$ cat src/rtl/dab_phase_modulator.sv
// rtl/dab_phase_modulator.sv - DAB three-level modulator with buffered parameters, validation and dead time
// Outputs decode the next-state count so V, gates and period_start line up with the c1 they represent.
module dab_phase_modulator #(
  parameter int CW  = 20,
  parameter int DTW = 8
) (
  input  logic                 clk_i,
  input  logic                 rst_i,
  input  logic                 en_i,
  input  logic                 sync_i,
  input  logic                 load_i,
  input  logic [CW-1:0]        half_per_i,
  input  logic [CW-1:0]        tau1_i,
  input  logic [CW-1:0]        tau2_i,
  input  logic signed [CW:0]   phi_i,
  input  logic [DTW-1:0]       deadtime_i,
  output logic signed [1:0]    v1_o,
  output logic signed [1:0]    v2_o,
  output logic [3:0]           sp_o,
  output logic [3:0]           ss_o,
  output logic                 period_start_o,
  output logic                 running_o,
  output logic                 fault_o
);

  localparam int XW = CW + 2;

  typedef enum logic [1:0] {S_IDLE, S_RUN, S_FAULT} state_t;

  typedef struct packed {
    logic [CW-1:0]  n;
    logic [CW-1:0]  t1;
    logic [CW-1:0]  t2;
    logic [CW:0]    phi;
    logic [DTW-1:0] dt;
  } param_t;

  state_t              state_q, state_d;
  param_t              pend_q, pend_d, act_q, act_d, in_set;
  logic                dirty_q, dirty_d, act_valid_q, act_valid_d;
  logic [CW:0]         c1_q, c1_d, last_c, c2;
  logic                pend_ok, xfer, run_d, leg_edge, leg_on;
  logic signed [XW-1:0] c2s, two_n;
  logic [3:0]          cmd_q, cmd_d, hi, lo;
  logic [3:0][DTW-1:0] w_q, w_d;
  logic signed [1:0]   v1_q, v2_q;
  logic [3:0]          sp_q, ss_q;
  logic                ps_q, run_q, fault_q;

  function automatic logic set_valid(input param_t p);
    logic signed [XW-1:0] ns, ps;
    ns = signed'({2'b00, p.n});
    ps = XW'($signed(p.phi));
    return (p.n >= CW'(2)) && (p.t1 <= p.n) && (p.t2 <= p.n) && (ps <= ns) && (ps >= -ns);
  endfunction

  // Returns {B_cmd, A_cmd} for one bridge.
  function automatic logic [1:0] leg_cmd(input logic [CW:0] c, input logic [CW-1:0] n,
                                         input logic [CW-1:0] tau);
    logic [CW:0] nn, tt;
    logic a, b;
    nn = {1'b0, n};
    tt = {1'b0, tau};
    a  = (c >= nn - tt) && (c < {n, 1'b0} - tt);
    b  = (c >= nn);
    return {b, a};
  endfunction

  function automatic logic signed [1:0] volts(input logic [1:0] ba);
    case (ba)
      2'b01:   return 2'sb01;
      2'b10:   return 2'sb11;
      default: return 2'sb00;
    endcase
  endfunction

  assign in_set  = {half_per_i, tau1_i, tau2_i, phi_i, deadtime_i};
  assign pend_ok = set_valid(pend_q);
  assign last_c  = {act_q.n, 1'b0} - (CW+1)'(1);

  always_comb begin
    state_d     = state_q;
    c1_d        = c1_q;
    pend_d      = pend_q;
    act_d       = act_q;
    dirty_d     = dirty_q;
    act_valid_d = act_valid_q;
    xfer        = 1'b0;
    case (state_q)
      S_IDLE: begin
        if (sync_i) begin
          if (dirty_q ? !pend_ok : !act_valid_q) begin
            state_d = S_FAULT;
          end else if (en_i) begin
            state_d = S_RUN;
            c1_d    = '0;
            xfer    = dirty_q;
          end
        end
      end
      S_RUN: begin
        if (!en_i) begin
          state_d = S_IDLE;
        end else if (c1_q == last_c) begin
          c1_d = '0;
          if (dirty_q) begin
            if (pend_ok) xfer = 1'b1;
            else         state_d = S_FAULT;
          end
        end else begin
          c1_d = c1_q + (CW+1)'(1);
        end
      end
      default: ;
    endcase
    if (xfer) begin
      act_d       = pend_q;
      act_valid_d = 1'b1;
      dirty_d     = 1'b0;
    end
    // A load coinciding with a transfer lands in pending and waits for the next wrap.
    if (load_i && state_q != S_FAULT) begin
      pend_d  = in_set;
      dirty_d = 1'b1;
    end
  end

  always_comb begin
    run_d    = (state_d == S_RUN);
    two_n    = signed'({1'b0, act_d.n, 1'b0});
    c2s      = signed'({1'b0, c1_d}) - XW'($signed(act_d.phi));
    if (c2s < 0)           c2s = c2s + two_n;
    else if (c2s >= two_n) c2s = c2s - two_n;
    c2       = c2s[CW:0];
    cmd_d    = {leg_cmd(c2, act_d.n, act_d.t2), leg_cmd(c1_d, act_d.n, act_d.t1)};
    w_d      = w_q;
    hi       = '0;
    lo       = '0;
    leg_edge = 1'b0;
    leg_on   = 1'b0;
    // Entry into RUN counts as a command edge so the first gate also waits out the dead time.
    for (int i = 0; i < 4; i++) begin
      leg_edge = run_d && ((state_q != S_RUN) || (cmd_d[i] != cmd_q[i]));
      if (leg_edge)           w_d[i] = act_d.dt;
      else if (w_q[i] != '0)  w_d[i] = w_q[i] - DTW'(1);
      else                    w_d[i] = '0;
      leg_on = run_d && (w_d[i] == '0);
      hi[i]  = leg_on && cmd_d[i];
      lo[i]  = leg_on && !cmd_d[i];
    end
  end

  always_ff @(posedge clk_i) begin
    if (rst_i) begin
      state_q     <= S_IDLE;
      pend_q      <= '0;
      act_q       <= '0;
      dirty_q     <= 1'b0;
      act_valid_q <= 1'b0;
      c1_q        <= '0;
      cmd_q       <= '0;
      w_q         <= '0;
      v1_q        <= '0;
      v2_q        <= '0;
      sp_q        <= '0;
      ss_q        <= '0;
      ps_q        <= 1'b0;
      run_q       <= 1'b0;
      fault_q     <= 1'b0;
    end else begin
      state_q     <= state_d;
      pend_q      <= pend_d;
      act_q       <= act_d;
      dirty_q     <= dirty_d;
      act_valid_q <= act_valid_d;
      c1_q        <= c1_d;
      cmd_q       <= cmd_d;
      w_q         <= w_d;
      v1_q        <= run_d ? volts(cmd_d[1:0]) : 2'sb00;
      v2_q        <= run_d ? volts(cmd_d[3:2]) : 2'sb00;
      sp_q        <= {lo[1], hi[1], lo[0], hi[0]};
      ss_q        <= {lo[3], hi[3], lo[2], hi[2]};
      ps_q        <= run_d && (c1_d == '0);
      run_q       <= run_d;
      fault_q     <= (state_d == S_FAULT);
    end
  end

  assign v1_o           = v1_q;
  assign v2_o           = v2_q;
  assign sp_o           = sp_q;
  assign ss_o           = ss_q;
  assign period_start_o = ps_q;
  assign running_o      = run_q;
  assign fault_o        = fault_q;

endmodule
$ cat config.mk
export PLATFORM = sky130hd
export DESIGN_NAME = dab_phase_modulator
export DESIGN_NICKNAME = d
export VERILOG_FILES = /design/src/rtl/dab_phase_modulator.sv
export SDC_FILE = /design/constraint.sdc
export NUM_CORES = 1
export LEC_CHECK = 0
export CELL_PAD_IN_SITES_DETAIL_PLACEMENT = 1
export CELL_PAD_IN_SITES_GLOBAL_PLACEMENT = 2
export CORE_MARGIN = 2
export CORE_UTILIZATION = 34
export DETAILED_ROUTE_END_ITERATION = 10
export HOLD_SLACK_MARGIN = 0.1
export PLACE_DENSITY = 0.81
export SETUP_SLACK_MARGIN = 0.02
export SLEW_MARGIN = 30
export SYNTH_ARGS = -nofsm -noshare
export SYNTH_HDL_FRONTEND = slang
export SYNTH_SLANG_ARGS = --single-unit
$ cat constraint.sdc
create_clock -name clk_i -period 11.8 [get_ports clk_i]
set_clock_uncertainty 0.15 [all_clocks]
set_input_delay 2.36 -clock clk_i [delete_from_list [all_inputs] [get_ports clk_i]]
set_output_delay 2.36 -clock clk_i [all_outputs]
set_load 0.01 [all_outputs]
==> run summary <==
clk_lat worst skew -> 0.55 ns
Root Buffer -> clkbuf_16
Max VDD drop -> 99.5 uV
Initial Util -> 34.3%
kind of critical path -> reg2reg
first-pass GRT wire length -> 140000 um
DRC violations left -> 0
Cells after DPL -> 3939
Seq cells post-synth -> 254
Worst-path clk slew -> 0.07 ns
Slew @ Worst Pin -> 0.935 ns
Sink Count -> 254
final count of hold timing violations -> 0
Leakage Power -> 0.0127 uW
antenna viol nets, final -> 0
ant diodes -> 0
fillers -> 7783
GRT Total Usage -> 26.9%
setup TNS -> 0 ns
Mapped Nets -> 3221
layout cells sized above 1 -> 15.0%
Most common cell on crit path -> ha_1
EDFF count, synth -> 0
Pre-antenna DRT Iters -> 5
dominant synthesized flop cell -> dfxtp_1
die area -> 0.0670 mm2
max_cap viols -> 0
Final Max Tran Viols -> 0
largest net degree at the start of global routing -> 90
IO Pins -> 109
Crit path required time -> 12.06 ns
die width -> 259 um
slowest CP cell -> or4_4
CTS tree -> yes
mapped cell area -> 0.0221 mm2
WL per Instance -> 22.9 um
Max Freq -> 88.7 MHz
YS warnings -> 0
Tcrit/Tclk final -> 95.5%
Worst Setup End Kind -> flip-flop
CTS H-tree lvls -> 1
initial antenna violation count -> 2
Power Density -> 152 mW/mm2
crit path max fanout -> 8
final setup fails -> 0
Max transition margin -> 37.7%
Die Y -> 259 um
First DRT Iteration DRCs -> 1308
row count -> 93
DR vias/cell -> 5.55
post-synth cell types -> 87
GP Congestion -> 0.914
Syn Area/Cell -> 7.97 um2
Synth async-reset ratio -> 0%
Layout Nets -> 3571
HP Class -> reg2reg
Port Buffers -> 108
Worst Setup Start Kind -> flip-flop
core footprint -> 0.0643 mm2
WP data arrival -> 11.53 ns
GRT overflow -> 0
Area growth, synth to finish -> 24.1%
Final Critical Period -> 11.27 ns
post-synthesis sequential area ratio -> 23.0%
cells after synthesis -> 2769
status -> finished clean
Vias -> 22166
Finished Layout Cells -> 3992
Routed WL -> 91300 um
TritonCTS buffer count -> 27
crit-path max cell delay -> 0.53 ns
clock tree buffer depth -> 3
Detail Placement HPWL -> 75700 um
vias in the first global route -> 23356
cell families after synthesis:
family	synth area share, %
AOI/OAI and AO/OA	21.2
xor gates and xnor gates	5.60
adders and majority gates	20.5
buffers and inverters	3.88
DFF	23.0
muxes	4.98
and+or+nand+nor	20.8
area by class of cell:
cell class	count	area (um2)	share of cell area, %
repair buffers	408	3380	12.3
flip-flops and latches	254	5080	18.6
multi-input cells	2290	16500	60.2
clock inverters	10	86.3	0.315
clock buffers	37	773	2.82
well taps	855	1070	3.91
inverters	138	518	1.89
sequential cells by signal, summed over array words and instances, names as in the netlist:
name and flops:
act_q 89, act_valid_q 1, c1_q 21, cmd_q 4, dirty_q 1, fault_o 1, pend_q 89, period_start_o 1
running_o 1, sp_o 4, ss_o 4, state_q 2, v1_o 2, v2_o 2, w_q 32
worst paths after layout:
kind	startpoint	endpoint	slack (ns)	cells past startpoint
hold / removal	act_valid_q	act_valid_q	0.31	2
setup / recovery	pend_q[76]	w_q[27]	0.53	49
setup reg to reg	pend_q[76]	w_q[27]	0.53	49
hold reg to reg	act_valid_q	act_valid_q	0.31	2
worst max-delay path: cells and delay by family (launching register included):
| kind | cells | cell delay, ns |
|---|---|---|
| flip-flops | 1 | 0.36 |
| XOR/XNOR | 2 | 0.34 |
| AO/OA/AOI/OAI | 23 | 4.88 |
| AND/OR/NAND/NOR | 16 | 3.48 |
| adder cells (fa/ha/maj) | 4 | 1.16 |
| buffers and inverters | 3 | 0.53 |
| multiplexers | 1 | 0.22 |
cell usage in the layout, fill, tap and decap left out, types with 9 or more instances in the layout:
cell type | Yosys | final
ha_1 | 351 | 351
buf_4 | 1 | 297
nand2_1 | 287 | 284
a21oi_1 | 279 | 269
nor2_1 | 273 | 268
dfxtp_1 | 254 | 254
inv_1 | 137 | 134
o21ai_0 | 125 | 112
clkdlybuf4s50_1 | 0 | 107
xnor2_1 | 86 | 83
mux2i_1 | 84 | 83
nor2b_1 | 71 | 71
a21o_1 | 63 | 63
nor3_1 | 59 | 58
nand3_1 | 50 | 49
xor2_1 | 52 | 49
nand4_1 | 41 | 41
nand2b_1 | 40 | 39
o21a_1 | 32 | 32
clkbuf_16 | 0 | 27
or3_1 | 24 | 23
o21bai_1 | 23 | 22
a211oi_1 | 22 | 20
nor4_1 | 23 | 19
mux2_2 | 19 | 19
and3_1 | 16 | 16
a21boi_0 | 16 | 14
o31ai_1 | 17 | 14
and2_1 | 15 | 14
a31oi_1 | 16 | 13
o221ai_1 | 13 | 13
a221o_1 | 12 | 12
o21ai_1 | 1 | 11
a21oi_2 | 0 | 10
or2_2 | 11 | 9
a22o_1 | 9 | 9
a31o_2 | 9 | 9
synth_stat cells, types with 16 or more instances:
| master | n | area (um2) |
|---|---|---|
| o31ai_1 | 17 | 128 |
| xnor2_1 | 86 | 753 |
| a211oi_1 | 22 | 165 |
| dfxtp_1 | 254 | 5080 |
| o21a_1 | 32 | 240 |
| a31oi_1 | 16 | 100 |
| nand4_1 | 41 | 257 |
| a21oi_1 | 279 | 1400 |
| nand2_1 | 287 | 1080 |
| nand2b_1 | 40 | 250 |
| inv_1 | 137 | 514 |
| a21o_1 | 63 | 473 |
| o21ai_0 | 125 | 626 |
| nor2b_1 | 71 | 444 |
| mux2_2 | 19 | 214 |
| a21boi_0 | 16 | 120 |
| or3_1 | 24 | 150 |
| nand3_1 | 50 | 250 |
| and3_1 | 16 | 100 |
| o21bai_1 | 23 | 173 |
| clkbuf_1 | 74 | 278 |
| nor4_1 | 23 | 144 |
| nor3_1 | 59 | 295 |
| mux2i_1 | 84 | 841 |
| nor2_1 | 273 | 1020 |
| ha_1 | 351 | 4390 |
| xor2_1 | 52 | 455 |
metrics by stage:
step                      total power, uW  area, um2  setup WS, ns  hold slack, ns  util [%]
after floorplan                      2300      22100        0.0689           0.276         -
after global placement               3150      26100        -0.140           0.290      40.6
after detailed placement             3240      26100        -0.428           0.302      40.6
after CTS                            4120      27100        0.0433           0.313      42.0
after global routing                 4470      27400       -0.0500           0.344      42.6
final                                4160      27400         0.529           0.308      42.6
layer usage:
| layer | global-route usage, % | vias up | routed length, um |
|---|---|---|---|
| met1 | 35.2 | 10987 | 41400 |
| li1 | - | 10672 | - |
| met3 | 2.38 | 119 | 3230 |
| met5 | 0 | - | 11 |
| met2 | 47.0 | 386 | 43600 |
| met4 | 7.66 | 2 | 3050 |
repair_timing:
item / 4_1_cts / 5_1_grt
endpoints found under the setup margin: 23 / 37
pin swaps: 0 / 22
setup buffers: 0 / 6
gates resized for setup: 11 / 81
hold buffers: 0 / 0
report_power, final:
part / leakage (uW) / switching [uW] / internal [uW]
clock network: 0.000419 / 378 / 479
registers: 0.00207 / 71.4 / 924
logic: 0.0102 / 1250 / 1060
total: 0.0127 / 1700 / 2460
Power figures use the tool's default switching activity.
